[src/rtl/channel_seq.sv]
// channel_seq: table-driven measurement channel sequencer with MCU readback.
// Optional sync watchdog is built when CHANNEL_SEQ_TIMEOUT_EN is defined.
module channel_seq #(
  parameter int N_IN = 18,
  parameter int SEL_W = 5,
  parameter int N_CH = 25,
  parameter int CH_W = 5,
  parameter int ADDR_W = 20,
  parameter int PAGE_LOG2 = 12,
  parameter logic [ADDR_W-1:0] ADDR_IDLE = 20'h7fff0,
  parameter int TO_CYC = 1000000,
  localparam int ENTRY_W = 2*SEL_W+10
) (
  input  logic               clk,
  input  logic               mcu_n_rst,
  input  logic [N_IN-1:0]    ch_sgn_in,
  input  logic               ch_sync_in,
  input  logic               mcu_start,
  input  logic [2:0]         mcu_data_sel,
  input  logic               cfg_we,
  input  logic [CH_W-1:0]    cfg_addr,
  input  logic [ENTRY_W-1:0] cfg_wdata,
  input  logic [7:0]         mem_data,
  input  logic [15:0]        pulse_cnt,
  input  logic [31:0]        clk_cnt,
  output logic               ch_sgn_out,
  output logic               ch_sync_out,
  output logic               sample_en,
  output logic               mcu_end,
  output logic [7:0]         sync_cnt_out,
  output logic [ADDR_W-1:0]  addr_base,
  output logic [7:0]         mcu_data,
  output logic               timeout_err
);

  typedef enum logic [1:0] {
    IDLE = 2'd0,
    RUN  = 2'd1,
    DONE = 2'd2
  } state_t;

  localparam int NX = 1 << SEL_W;
  localparam logic [7:0] NCH = 8'(N_CH);
  localparam logic [CH_W:0] NCH_A = (CH_W+1)'(N_CH);

  state_t state;
  logic [7:0] sync_cnt;
  logic s1, s2, s3;
  logic t1, t2, t3;
  logic sync_edge;
  logic start_edge;
  logic [ENTRY_W-1:0] tbl [N_CH];
  logic active;
  logic wr_ok;
  logic [CH_W-1:0] idx;
  logic [ENTRY_W-1:0] ent;
  logic [7:0] page;
  logic [1:0] mode;
  logic [SEL_W-1:0] src_a;
  logic [SEL_W-1:0] src_b;
  logic [NX-1:0] in_ext;
  logic a_bit;
  logic b_bit;
  logic sgn;

  assign sync_edge = s2 & ~s3;
  assign start_edge = t2 & ~t3;
  assign active = (state == RUN) && (sync_cnt != 8'd0)
                  && (sync_cnt <= NCH);
  assign idx = CH_W'(sync_cnt - 8'd1);
  assign ent = active ? tbl[idx] : '0;
  assign {page, mode, src_b, src_a} = ent;

  // Zero-extending the inputs makes out-of-range sources read as 0.
  assign in_ext = NX'(ch_sgn_in);
  assign a_bit = in_ext[src_a];
  assign b_bit = in_ext[src_b];

  always_comb begin
    sgn = 1'b0;
    unique case (mode)
      2'b00: sgn = 1'b0;
      2'b01: sgn = a_bit;
      2'b10: sgn = a_bit ^ b_bit;
      2'b11: sgn = ~a_bit;
    endcase
  end

  assign wr_ok = cfg_we && (state != RUN)
                 && ({1'b0, cfg_addr} < NCH_A);

  always_ff @(posedge clk) begin
    if (!mcu_n_rst) begin
      for (int i = 0; i < N_CH; i++) tbl[i] <= '0;
    end else if (wr_ok) begin
      tbl[cfg_addr] <= cfg_wdata;
    end
  end

`ifdef CHANNEL_SEQ_TIMEOUT_EN
  localparam logic [23:0] TO_LIM = 24'(TO_CYC - 1);
  logic [23:0] wdog;
`else
  logic unused_to;
  assign unused_to = TO_CYC[0];
  assign timeout_err = 1'b0;
`endif

  always_ff @(posedge clk) begin
    if (!mcu_n_rst) begin
      {s1, s2, s3} <= '0;
      {t1, t2, t3} <= '0;
      state <= IDLE;
      sync_cnt <= '0;
      ch_sgn_out <= 1'b0;
      ch_sync_out <= 1'b0;
      addr_base <= ADDR_IDLE;
`ifdef CHANNEL_SEQ_TIMEOUT_EN
      wdog <= '0;
      timeout_err <= 1'b0;
`endif
    end else begin
      s1 <= ch_sync_in;
      s2 <= s1;
      s3 <= s2;
      t1 <= mcu_start;
      t2 <= t1;
      t3 <= t2;
      ch_sync_out <= s2 & (state == RUN);
      ch_sgn_out <= active & sgn;
      addr_base <= active ? ADDR_W'({page, {PAGE_LOG2{1'b0}}})
                          : ADDR_IDLE;
`ifdef CHANNEL_SEQ_TIMEOUT_EN
      wdog <= (state == RUN && !sync_edge) ? wdog + 24'd1 : '0;
`endif
      unique case (state)
        IDLE: begin
          sync_cnt <= '0;
          if (start_edge) state <= RUN;
        end
        RUN: begin
          if (sync_edge) begin
            if (sync_cnt < NCH) begin
              sync_cnt <= sync_cnt + 8'd1;
            end else begin
              sync_cnt <= '0;
              state <= DONE;
            end
          end
`ifdef CHANNEL_SEQ_TIMEOUT_EN
          else if (wdog == TO_LIM) begin
            sync_cnt <= '0;
            state <= DONE;
            timeout_err <= 1'b1;
          end
`endif
        end
        DONE: begin
          if (start_edge) begin
            state <= RUN;
            sync_cnt <= '0;
`ifdef CHANNEL_SEQ_TIMEOUT_EN
            timeout_err <= 1'b0;
`endif
          end
        end
        default: state <= IDLE;
      endcase
    end
  end

  assign sync_cnt_out = sync_cnt;
  assign sample_en = (state == RUN) || (state == DONE);
  assign mcu_end = (state == DONE);

  always_comb begin
    mcu_data = 8'h00;
    if (mcu_end) begin
      mcu_data = mem_data;
    end else begin
      unique case (mcu_data_sel)
        3'd0: mcu_data = sync_cnt;
        3'd1: mcu_data = pulse_cnt[7:0];
        3'd2: mcu_data = pulse_cnt[15:8];
        3'd3: mcu_data = clk_cnt[7:0];
        3'd4: mcu_data = clk_cnt[15:8];
        3'd5: mcu_data = clk_cnt[23:16];
        3'd6: mcu_data = clk_cnt[31:24];
        3'd7: mcu_data = {3'b001, timeout_err, mcu_end,
                          sample_en, state};
      endcase
    end
  end

endmodule

[config.mk]
export PLATFORM = sky130hd
export DESIGN_NAME = channel_seq
export DESIGN_NICKNAME = d
export VERILOG_FILES = /design/src/rtl/channel_seq.sv
export SDC_FILE = /design/constraint.sdc
export NUM_CORES = 1
export LEC_CHECK = 0
export CORE_MARGIN = 1.5
export CORE_UTILIZATION = 61
export CTS_CLUSTER_DIAMETER = 100
export DETAILED_ROUTE_END_ITERATION = 16
export PLACE_DENSITY_LB_ADDON = 0.05
export REMOVE_ABC_BUFFERS = 1
export SETUP_SLACK_MARGIN = 0.5
export SLEW_MARGIN = 10
export SYNTH_ARGS = -nofsm -noshare
export SYNTH_HDL_FRONTEND = slang
export SYNTH_SLANG_ARGS = --single-unit
[constraint.sdc]
create_clock -name clk -period 6.7 [get_ports clk]
set_input_delay 1.34 -clock clk [delete_from_list [all_inputs] [get_ports clk]]
set_output_delay 1.34 -clock clk [all_outputs]
set_load 0.01 [all_outputs]
======== Word level (Yosys, flattened, before mapping) ========
Memories as Yosys holds them, arrays and structs flattened.
Index checks and enable logic that the tools add are counted.
word-level totals
  bits in read-only memories .............. 0
  register bits after elaboration ......... 38
  output and inout bits ................... 41
  input port bits ......................... 107
  latch bits .............................. 0
  memories ................................ 1
  logic and storage cells ................. 84
  memory bits (writable) .................. 500
memories
  name  depth  bits a word  read ports  clocked after memory_dff  wr ports  RTL line  text
  tbl   25     20           1           0                         25        52        logic [ENTRY_W-1:0] tbl [N_CH];
operators by class
  add/sub/neg operators ................... 2
  multipliers ............................. 0
  eq/ne operators ......................... 17
  shift-type cells ........................ 0
  divide/modulo/power cells ............... 0
  muxes and demuxes ....................... 24
  reduce and logical (&&, ||, !) cells .... 15
  magnitude comparators ................... 5
  bitwise operators ....................... 8
operator list
  operator                                                                      number
  8-bit one-hot mux with 8 select lines                                         1
  8-bit two-way mux                                                             4
  8-bit one-hot mux with 3 select lines                                         1
  20-bit two-way mux                                                            1
  20-bit OR reduction                                                           1
  19-bit two-way mux                                                            1
  3-bit equality test, second input constant                                    4
  5-bit by 6-bit less-than comparator with 1-bit output, second input constant  2
  12-bit two-way mux                                                            1
  1-bit binary-select mux with 5-bit select                                     2
  8-bit by 1-bit adder with 8-bit output, second input constant                 1
  8-bit by 5-bit <= comparator with 1-bit output, second input constant         1
  8-bit by 5-bit less-than comparator with 1-bit output, second input constant  1
  8-bit nonzero test                                                            1
  1-bit two-way mux                                                             7
  2-bit equality test, second input constant                                    3
  3-bit by 2-bit equality test with 1-bit output, second input constant         2
  2-bit two-way mux                                                             3
  2-bit by 1-bit != test with 1-bit output, second input constant               3
  3-bit AND reduction                                                           2
  5-bit less-than comparator, second input constant                             1
  5-bit two-way mux                                                             1
  5-bit by 1-bit subtractor with 5-bit output, second input constant            1
  1-bit AND                                                                     4
  other kinds (14)                                                              22

======== Longest topological paths before layout ========
Gate-level depths: netlist of run 1.
  word-level depth ........................ 9
  gate-level depth with buffers ........... 20
  gate-level depth less buffers ........... 12

======== Worst setup path before layout of run 1 ========
No wires, ideal clock.
  path type ............................... flip-flop to flip-flop
  start point ............................. register sync_cnt[0] (netlist: sync_cnt_out[0])
  end point ............................... register addr_base[12]
  cell stages (with the launch flop) ...... 19
  slack ................................... 1.831 ns
  required time ........................... 6.559 ns
  period minus slack after synthesis ...... 4.869 ns
  buffers on the path ..................... 12
  data arrival time ....................... 4.728 ns
  library setup time ...................... 0.141 ns
  cells stage by stage .................... dfxtp_1 -> buf_4 -> buf_6 -> buf_2 -> buf_4 -> buf_4 -> inv_1 -> ha_1 -> buf_2 -> buf_2 -> buf_2 -> buf_2 -> buf_1 -> clkbuf_1 -> clkbuf_1 -> mux4_2 -> mux4_2 -> nand2_1 -> nand3_1
on the way
  word-level cells in the longest chain between the ends .. 4
  elaborated cells between the ends (all ways) .. 8
  classes of those cells .................. 1 x add/sub; 1 x order compare; 1 x mux; 4 x reduce/logical; 1 x memory
ends and longest elaborated chain
  item                                                        RTL line  text
  start: declaration                                          47        logic [7:0] sync_cnt;
  start signal: assignment                                    144       sync_cnt <= sync_cnt + 8'd1;
  branches (longest 4 deep; another with memory 25 x 20 bit)  --
  end signal: assignment                                      131       addr_base <= active ? ADDR_W'({page, {PAGE_LOG2{1'b0}}})
  end: declaration                                            31        output logic [ADDR_W-1:0] addr_base,
Several ways; the timed one is not identified.
A chain may end at the register's enable or synchronous reset.

======== Worst setup path after layout of run 1 ========
  start point ............................. input port mcu_data_sel[2]
  end point ............................... output port mcu_data[4]
on the way
  word-level cells in the longest chain between the ends .. 3
  elaborated cells between the ends (all ways) .. 10
  classes of those cells .................. 7 x eq/ne; 2 x mux; 1 x reduce/logical
ends and longest elaborated chain
  item                                         RTL line  text
  start: declaration                           19        input logic [2:0] mcu_data_sel,
  3-bit equality test (tied with other cells)  181       unique case (mcu_data_sel)
  8-bit one-hot mux with 8 select lines *      181
  8-bit two-way mux *                          178       if (mcu_end) begin
  end: declaration                             32        output logic [7:0] mcu_data,
Every way passes the cells marked *; elsewhere a longest branch is shown, timed or not.

==> results of run 1 <==
==> cell families after synthesis <==
family                   share of synthesized area
XOR/XNOR                                   0.00174
other                                     0.000124
buffers and inverters                       0.0274
AO/OA/AOI/OAI                               0.0244
adder cells (fa/ha/maj)                    0.00331
multiplexers                                 0.157
flip-flops                                   0.653
AND/OR/NAND/NOR                              0.132
==> synth_stat cells, types with 15 or more instances <==
master	instances	share of area
mux2i_1	26	0.0086
edfxtp_1	640	0.64
and2_1	506	0.10
buf_2	22	0.0036
a21oi_1	20	0.0033
mux4_2	195	0.15
buf_4	22	0.0055
clkbuf_1	122	0.015
nor2_1	59	0.0073
inv_1	15	0.0019
nand2_1	62	0.0077
nand3_1	19	0.0031
dfxtp_1	27	0.018
o21ai_0	44	0.0073
==> worst max-delay path, stage by stage <==
cell,delay [ns]
clkdlybuf4s50_1,0.86
inv_1,0.30
nor2_1,0.40
a221oi_1,0.13
nor2_1,0.16
o22ai_1,0.09
o21ai_0,0.40
clkdlybuf4s50_1,0.63
==> per-stage QoR <==
stage | instances | TNS, ns | hold WS (ns) | area, um2
detailed placement | 2719 | 0 | 0.440 | 32900
floorplan | 1873 | -77.56 | 0.412 | 30000
global route | 2837 | 0 | 0.460 | 35000
CTS | 2836 | 0 | 0.449 | 35000
global placement | 2719 | 0 | 0.425 | 32900
finish | 2839 | 0 | 0.445 | 35000
==> cell type report <==
class	instances	area share
Tap cell	664	0.0237
Inverter	15	0.00161
Antenna cell	3	0.000214
Clock inverter	34	0.00711
Timing Repair Buffer	182	0.0501
Multi-Input combinational cell	1191	0.299
Clock buffer	83	0.0538
Sequential cell	667	0.564
==> power by group through the flow <==
stage	Clock [uW]	Combinational [uW]	Sequential (uW)
3_3_place_gp	0	1810	4920
4_1_cts	3730	1830	4850
6_report	3690	1840	4850
5_1_grt	3880	1920	4870
2_1_floorplan	0	1240	4980
3_5_place_dp	0	1820	4940
==> worst max path at each step <==
stage / endpoint / slack, ns / cells past startpoint
6_report: mcu_data[4] / 1.04 / 8
4_1_cts: mcu_data[4] / 1.18 / 8
2_1_floorplan: ch_sgn_out / -6.97 / 12
3_3_place_gp: mcu_data[4] / 1.25 / 8
3_5_place_dp: mcu_data[4] / 1.18 / 8
5_1_grt: mcu_data[4] / 0.83 / 8
==> per-layer routing <==
metal / GRT usage / up-vias / wire length (um)
met1: 0.421 / 8796 / 29600
met3: 0.0539 / 145 / 6790
li1: - / 7424 / -
met2: 0.486 / 832 / 35600
met4: 0.109 / 0 / 2380
met5: 0 / - / 0
==> flip-flops by register name, indices dropped and copies added, names as in the netlist <==
register / flops
tbl: 640
addr_base: 9
sync_cnt_out: 8
state: 2
ch_sgn_out: 1
ch_sync_out: 1
s1: 1
s2: 1
s3: 1
t1: 1
t2: 1
t3: 1
==> results.md, run 1 <==
* H-tree depth at 3
* CTS root buf: clkbuf_16
* Die height at between 200 and 250 um
* Vias per Instance at 6.06
* IO Count at 148
* Hold Crit Endpoint: s2
* Clock-pin slew of the registers on the worst-case setup and hold paths at about 0.06 ns
* Final Core Density at 0.715
* Status: completed
* Post-CTS Resized at 0
* Post-synth cell types at 65
* Fin. Hold Viols at 0
* Initial antenna violation count at 1
* Die width at 226 um
* Combinational Power Share at 0.177
* Most frequent cells in the layout: 640 x edfxtp_1, 506 x and2_1, 195 x mux4_2
* CTS tree: yes
* Die area at 50,900 um2
* Crit. End Element: output pin
* Unrepaired setup endpoints after global routing: false
* Sw Ratio at 0.254
* GPL Wtd Cong at between 0.8 and 0.9
* MaxCap Viol Count at 0
* Min-Delay Path Class: register to register
* Initial Utilization at 0.618
* Max transition margin at 0.114
* Slew Limit Fails at 0
* Setup Viol. Count Final at 0
* Post-synth EDFFs at 640
* Post-Route WL at 74.4 mm
* Final total power at 10,400 uW
* DRT iter0 DRCs at between 1,500 and 2,000
* Max clock buf depth at 3
* Area Growth Syn to Fin at 15.8%
* Register area at 19,800 um2
* # nets final at 2,241
* Clock Sinks at 667
* Setup slack, reg-to-reg at 1.66 ns
* Num CTS Buffers at 69
* Worst Setup Start Kind: primary input
* Row count at 81
* Pre-CTS WS at 1.18 ns
* P_sw at between 2000 and 3000 uW
* Final WS setup at around 1.0 ns
* Most used DFF post-synth: edfxtp_1
* Internal Power at 7740 uW
* Hold Path Origin: s1
* Crit-path max FO at 15
* FF+latch count, synth at roughly 670
* Via count at roughly 17,000
* FF-to-FF End: ch_sgn_out
* CTS Hold Bufs at 0
* Largest net degree at the start of global routing at 73
* Gr ovfl total at 0
* Power share of the sequential group at 0.467
* Syn. warnings at 0
* Required @ worst endpoint at around 5.4 ns
* Clock power frac at 0.356
* Critical path launch point: mcu_data_sel[2]
* First-pass GRT wire length at 109 mm
* FFs w/ async S/R, synth at 0
* Port bufs at 142
* Final Cycle Share at 0.845
* Syn_area_per_cell at 15.9 um2
* LEAKAGE at 0.0125 uW
* Hold Path Stages at 1
* Multi-input combinational cell area at 10,500 um2
* DR DRC count at 0
* DR pass1 iterations at 5
* Fillers at between 3,000 and 4,000
* All-Layer GR Usage at 0.302
* Worst Reg2Reg Path Length in Cells at 11
* Arr. time, crit path at ~4.3 ns
* Pwr Density at 296 nW/um2
* Worst-Skew Late Latency at a little over 0.6 ns
* Fmax at 177 MHz
* Slew @ Worst Pin at 1.33 ns
* Crit path kind: primary input to output pin
* Layout cell share with drive strength beyond 1 at 0.182
* DP HPWL at 45.9 mm
* Gate count after technology mapping at approximately 1,900
* Cell area after synthesis at 30,200 um2
* Crit path time final at 5.66 ns
* Maximum VDD drop at 0.232 mV
* Core region area at 49,000 um2
* Post-synthesis sequential area ratio at 0.653
* Post-Route Skew at 0.0246 ns
* Setup Fix Bufs, Post-CTS at 0
* ANT nets after route at 0
* Wire per inst at 26.2 um
* Vias in the first global route at roughly 17,000
* Worst r2r src: sync_cnt_out[0]
* Commonest non-fill, non-tap cell in the layout: edfxtp_1
Power figures use the tool's default switching activity.
==> inputs of run 2 (changes only) <==
- clock period: 6.7 -> 5.23 ns (I/O delays scaled with it)
==> results.md, run 2 (synthesis results as in run 1) <==
* IO Count at 148 (unchanged)
* Max clock buf depth at 3 (unchanged)
* Row count at 81 (unchanged)
* Final WS setup at 0.653 ns (-0.384 ns)
* Crit-path max FO at 12 (-3)
* Fmax at roughly 220 MHz
* Worst-Skew Late Latency at 0.61 ns (about the same)
* Layout cell share with drive strength beyond 1 at 0.191 (+0.00895)
* MaxCap Viol Count at 0 (unchanged)
* Fin. Hold Viols at 0 (unchanged)
* Status: completed
* GPL Wtd Cong at 0.903 (+5.1%)
* Area post-placement at 33,000 um2 (+0.53%)
* All-Layer GR Usage at 0.297 (-0.00507)
* Dpl cells at 2,758 (+1.4%)
* LEAKAGE at 0.0128 uW (+2.2%)
* Fillers at 3,149 (-1.9%)
* Min-Delay Path Class: register to register
* Clock Sinks at 667 (unchanged)
* Sw Ratio at 0.250 (-0.00395)
* Crit. End Element: output pin
* Die height at 226 um (unchanged)
* DP HPWL at 47.5 mm (+3.4%)
* ANT nets after route at 0 (unchanged)
* CP max stage cell: clkdlybuf4s50_1
* Final Cycle Share at 0.875
* Pwr Density at 384 nW/um2 (+30%)
* P_sw at 3400 uW (+29%)
* Core region area at 49,000 um2 (unchanged)
* Most frequent CP cell: clkdlybuf4s50_1
* Arr. time, crit path at 3.53 ns (-0.79 ns)
* Port bufs at 142 (unchanged)
* Vias per Instance at 6.03 (-0.44%)
* Pre-CTS WS at 0.621 ns (-0.561 ns)
* CTS tree: yes
* Largest net degree at the start of global routing at 90 (+23%)
* Unrepaired setup endpoints after global routing: false
* Maximum VDD drop at 0.339 mV (+47%)
* Num CTS Buffers at 70 (+1.4%)
* Wire per inst at 25.5 um (-2.8%)
* Max transition margin at 0.188 (+0.0742)
* Initial Utilization at 0.618 (unchanged)
* Area Growth Syn to Fin at 17.0%
* Slew Limit Fails at 0 (unchanged)
* Multi-input combinational cell area at 10,400 um2 (-1.1%)
* Gr ovfl total at 0 (unchanged)
* CTS root buf: clkbuf_16
* Post-Route WL at 73.5 mm (-1.2%)
* Setup_tns at 0 ns (unchanged)
* # nets final at 2,281 (+1.8%)
* Register area at 19,800 um2 (unchanged)
* Top reg by flops: tbl
* Post-Route Skew at 0.0221 ns (-0.00248 ns)
* Worst Setup Start Kind: primary input
* Slew @ Worst Pin at 1.21 ns (-0.114 ns)
* Die width at 226 um (unchanged)
* DR pass1 iterations at 7 (+2)
* First-pass GRT wire length at 108 mm (-1.1%)
* H-tree depth at 3 (unchanged)
* Crit path kind: primary input to output pin
* Required @ worst endpoint at 4.18 ns (-1.18 ns)
* Setup Viol. Count Final at 0 (unchanged)
* Cell Count, Final, Fillers Out at 2,887 (+1.7%)
* DR DRC count at 0 (unchanged)
* Clock power frac at 0.370 (+0.014)
* Internal Power at 10,200 uW (+32%)
* Setup Fix Bufs, Post-CTS at 0 (unchanged)
* Number of flip-flops in the largest register at 640 (unchanged)
* Crit-path cells: clkdlybuf4s50_1 -> inv_1 -> nor2_1 -> a22o_1 -> a21oi_1 -> o31ai_1 -> clkdlybuf4s50_1
* Clock-pin slew of the registers on the worst-case setup and hold paths at 0.06 ns (about the same)
* DRT iter0 DRCs at 1,979 (+0.97%)
* Crit path time final at roughly 4.6 ns
* Initial antenna violation count at 1 (unchanged)
* Commonest non-fill, non-tap cell in the layout: edfxtp_1
* Via count at 17,410 (+1.2%)
* Vias in the first global route at 17,260 (-1.0%)
* Power share of the sequential group at 0.455 (-0.012)
* Most frequent cells in the layout: 640 x edfxtp_1, 506 x and2_1, 195 x mux4_2
* Die area at 50,900 um2 (unchanged)
* Combinational Power Share at 0.175 (-0.002)
* CP peak stage delay at 0.77 ns (-0.09 ns)
* Hold WS at 0.446 ns (+0.000601 ns)
* Final instance area at 35,400 um2 (+1.1%)
[run 2: changes by cell type in the layout (fill, tap and decap cells not counted), moves of 2 or more]
cell       delta
diode_2       -2
nor2_2       -15
clkbuf_16     +3
clkbuf_1      +4
nor2_1       +15
o21ai_4       -9
o21ai_2       +9
inv_6         +3
clkinv_2      -3
bufinv_16     +3
buf_4        +39
[run 2: final timing paths]
path	endpoint	cells after the start	from	slack, ns
hold reg to reg	s2	1	s1	0.45
setup / recovery	mcu_data[3]	7	mcu_data_sel[0]	0.65
hold / removal	s2	1	s1	0.45
setup reg to reg	ch_sgn_out	12	sync_cnt_out[0]	0.86
[run 2: final cells by class]
type | count | share of cell area
inverter | 15 | 0.00159
antenna | 1 | 0.0000707
clock inverter | 39 | 0.0106
tap | 664 | 0.0235
clock buffer | 89 | 0.0554
multi-input combinational | 1191 | 0.293
sequential | 667 | 0.558
timing repair buffer | 221 | 0.0578
[run 2: power by group through the flow]
stage | Clock, uW | Combinational [uW] | Sequential, uW
finish | 5030 | 2370 | 6190
global route | 5300 | 2500 | 6200
CTS | 5090 | 2370 | 6190
detailed placement | 0 | 2360 | 6300
global placement | 0 | 2350 | 6280
floorplan | 0 | 1590 | 6380
[run 2: timing repair]
action	4_1_cts	5_1_grt
hold buffers	0	0
resized for setup	0	1
endpoints found under the setup margin	0	1
[run 2: per-layer routing]
layer,up-vias,track usage,wire length [um]
li1,7523,-,-
met1,8916,0.414,29300
met2,849,0.481,35800
met3,120,0.0591,6660
met4,2,0.0903,1780
met5,-,0,13
[run 2: through the flow]
stage	util	total power, uW
CTS	0.723	13600
floorplan	-	7970
finish	0.723	13600
detailed placement	0.675	8660
global placement	0.675	8630
global route	0.723	14000
[run 2: critical path, delay by kind of cell]
| family | cells | cell delay [ns] |
|---|---|---|
| compound gates | 3 | 0.66 |
| simple gates | 1 | 0.21 |
| buf+inv | 3 | 1.61 |
==> inputs of run 3 (changes only) <==
- CORE_UTILIZATION: 61 -> 64
- DONT_BUFFER_PORTS: unset -> 1
==> results.md, run 3 (synthesis results as in run 1) <==
* Status: completed
* Top reg by flops: tbl
* Largest net degree at the start of global routing at 97 (+7.8%)
* Initial Utilization at 0.650 (+0.0318)
* Crit. End Element: register
* Met2 Resource Use GR at 0.522 (+0.0415)
* Most frequent CP cell: mux4_2
* Core region area at 46,600 um2 (-4.9%)
* LEAKAGE at 0.0121 uW (-5.7%)
* Final Cycle Share at 0.818 (-0.0571)
* Worst Setup Start Kind: register
* Global route hottest layer: met2
* CTS Hold Bufs at 0 (unchanged)
* Fillers at 2,947 (-6.4%)
* DP HPWL at 47.8 mm (+0.68%)
* Register area at 19,800 um2 (unchanged)
* Setup Viol. Count Final at 0 (unchanged)
* Post-Route WL at 76.0 mm (+3.5%)
* Slew @ Worst Pin at 1.00 ns (-0.210 ns)
* Vias per Instance at 6.36 (+5.5%)
* GPL Wtd Cong at 0.898 (-0.65%)
* ANT nets after route at 0 (unchanged)
* DRT iter0 DRCs at 2,116 (+6.9%)
* Clock-pin slew of the registers on the worst-case setup and hold paths at 0.06 ns (about the same)
* Max clock buf depth at 3 (unchanged)
* Layout cell share with drive strength beyond 1 at 0.206 (+0.0152)
* Slew Limit Fails at 0 (unchanged)
* Met3 GRT Util at 0.0668 (+0.00774)
* Pwr Density at 384 nW/um2 (about the same)
* Final instance area at 33,700 um2 (-4.7%)
* Maximum VDD drop at 0.422 mV (+24%)
* Final Core Density at 0.725 (+0.00174)
* Number of flip-flops in the largest register at 640 (unchanged)
* Area post-placement at 31,700 um2 (-4.2%)
* Die height at 220 um (-2.3%)
* Crit path time final at 4.28 ns (-0.299 ns)
* Post-Route Skew at 0.0248 ns (+0.00273 ns)
* Multi-input combinational cell area at 10,500 um2 (+1.5%)
* Commonest non-fill, non-tap cell in the layout: edfxtp_1
* Crit-path cells: inv_1 -> ha_4 -> buf_4 -> mux4_2 -> mux4_2 -> mux2i_2 -> a21oi_1 -> o41a_1 -> o221ai_1 -> o311ai_2 -> mux2i_1
* First-pass GRT wire length at 111 mm (+2.6%)
* Dpl cells at 2,551 (-7.5%)
* Cell Count, Final, Fillers Out at 2,676 (-7.3%)
* DR DRC count at 0 (unchanged)
* Fmax at 234 MHz (+7.0%)
* Vias in the first global route at 16,905 (-2.1%)
* Setup Fix Bufs, Post-CTS at 0 (unchanged)
* Num CTS Buffers at 68 (-2.9%)
* IO Count at 148 (unchanged)
* Pre-CTS WS at 0.992 ns (+0.371 ns)
* Worst-Skew Late Latency at 0.62 ns (about the same)
* DR pass1 iterations at 5 (-2)
* Die area at 48,600 um2 (-4.6%)
* Via count at 17,027 (-2.2%)
* Area Growth Syn to Fin at 11.6%
* Most frequent cells in the layout: 640 x edfxtp_1, 506 x and2_1, 195 x mux4_2
* Min-Delay Path Class: register to register
* H-tree depth at 3 (unchanged)
* Initial antenna violation count at 3 (+2)
* Gr ovfl total at 0 (unchanged)
* CP peak stage delay at 0.68 ns (-0.09 ns)
* Crit path kind: register to register
* Max transition margin at 0.328 (+0.140)
* Required @ worst endpoint at 5.73 ns (+1.55 ns)
* GRT met1 Usage at 0.450 (+0.0367)
* Fin. Hold Viols at 0 (unchanged)
* MaxCap Viol Count at 0 (unchanged)
* Final WS setup at 0.951 ns (+0.299 ns)
* # nets final at 2,129 (-6.7%)
* Crit-path max FO at 35 (+23)
* Die width at 220 um (-2.3%)
* Post-CTS Resized at 0 (unchanged)
* Unrepaired setup endpoints after global routing: false
* All-Layer GR Usage at 0.324 (+0.0265)
* Port bufs at 0 (-100%)
* CTS root buf: clkbuf_16
* Clock Sinks at 667 (unchanged)
* CTS tree: yes
* CP max stage cell: ha_4
* Wire per inst at 28.4 um (+12%)
* Row count at 79 (-2.5%)
* Arr. time, crit path at 4.78 ns (+1.25 ns)
==> run 3: layer usage <==
metal,up-vias,share of wire
met4,0,0.029
met1,8804,0.39
li1,7211,-
met5,-,0
met3,162,0.092
met2,850,0.49
==> run 3: report_power, final <==
group          internal (uW)  total [uW]  switching [uW]
logic                    985        2180            1190
clock network           2600        4610            2010
registers               6100        6180            79.7
==> run 3: final timing paths <==
check	start	to	slack, ns	depth (start not counted)
hold reg to reg	t1	t2	0.45	1
setup reg to reg	sync_cnt_out[1]	ch_sgn_out	0.95	11
hold / removal	t1	t2	0.45	1
setup / recovery	sync_cnt_out[1]	ch_sgn_out	0.95	11
==> run 3: metrics by stage <==
stage                     total power [uW]  hold WS, ns  setup TNS [ns]
after global placement                8430        0.429               0
after floorplan                       7970        0.412         -107.84
final                                13000        0.449               0
after global routing                 13300        0.453               0
after detailed placement              8450        0.420               0
after CTS                            13000        0.439               0
==> run 3: layout make-up <==
| cell class | instances | share of cell area |
|---|---|---|
| clock buffer | 92 | 0.0550 |
| clock inverter | 32 | 0.00675 |
| timing repair buffer | 71 | 0.0169 |
| tap | 607 | 0.0225 |
| sequential | 667 | 0.586 |
| multi-input combinational | 1191 | 0.311 |
| inverter | 15 | 0.00167 |
| antenna | 1 | 0.0000742 |
==> run 3: critical path, delay by kind of cell, from the launching register on <==
kind	cells	cell delay [ns]
adder cells (fa/ha/maj)	1	0.68
AO/OA/AOI/OAI	4	0.96
multiplexers	4	1.43
flip-flops	1	0.55
buffers and inverters	2	0.51
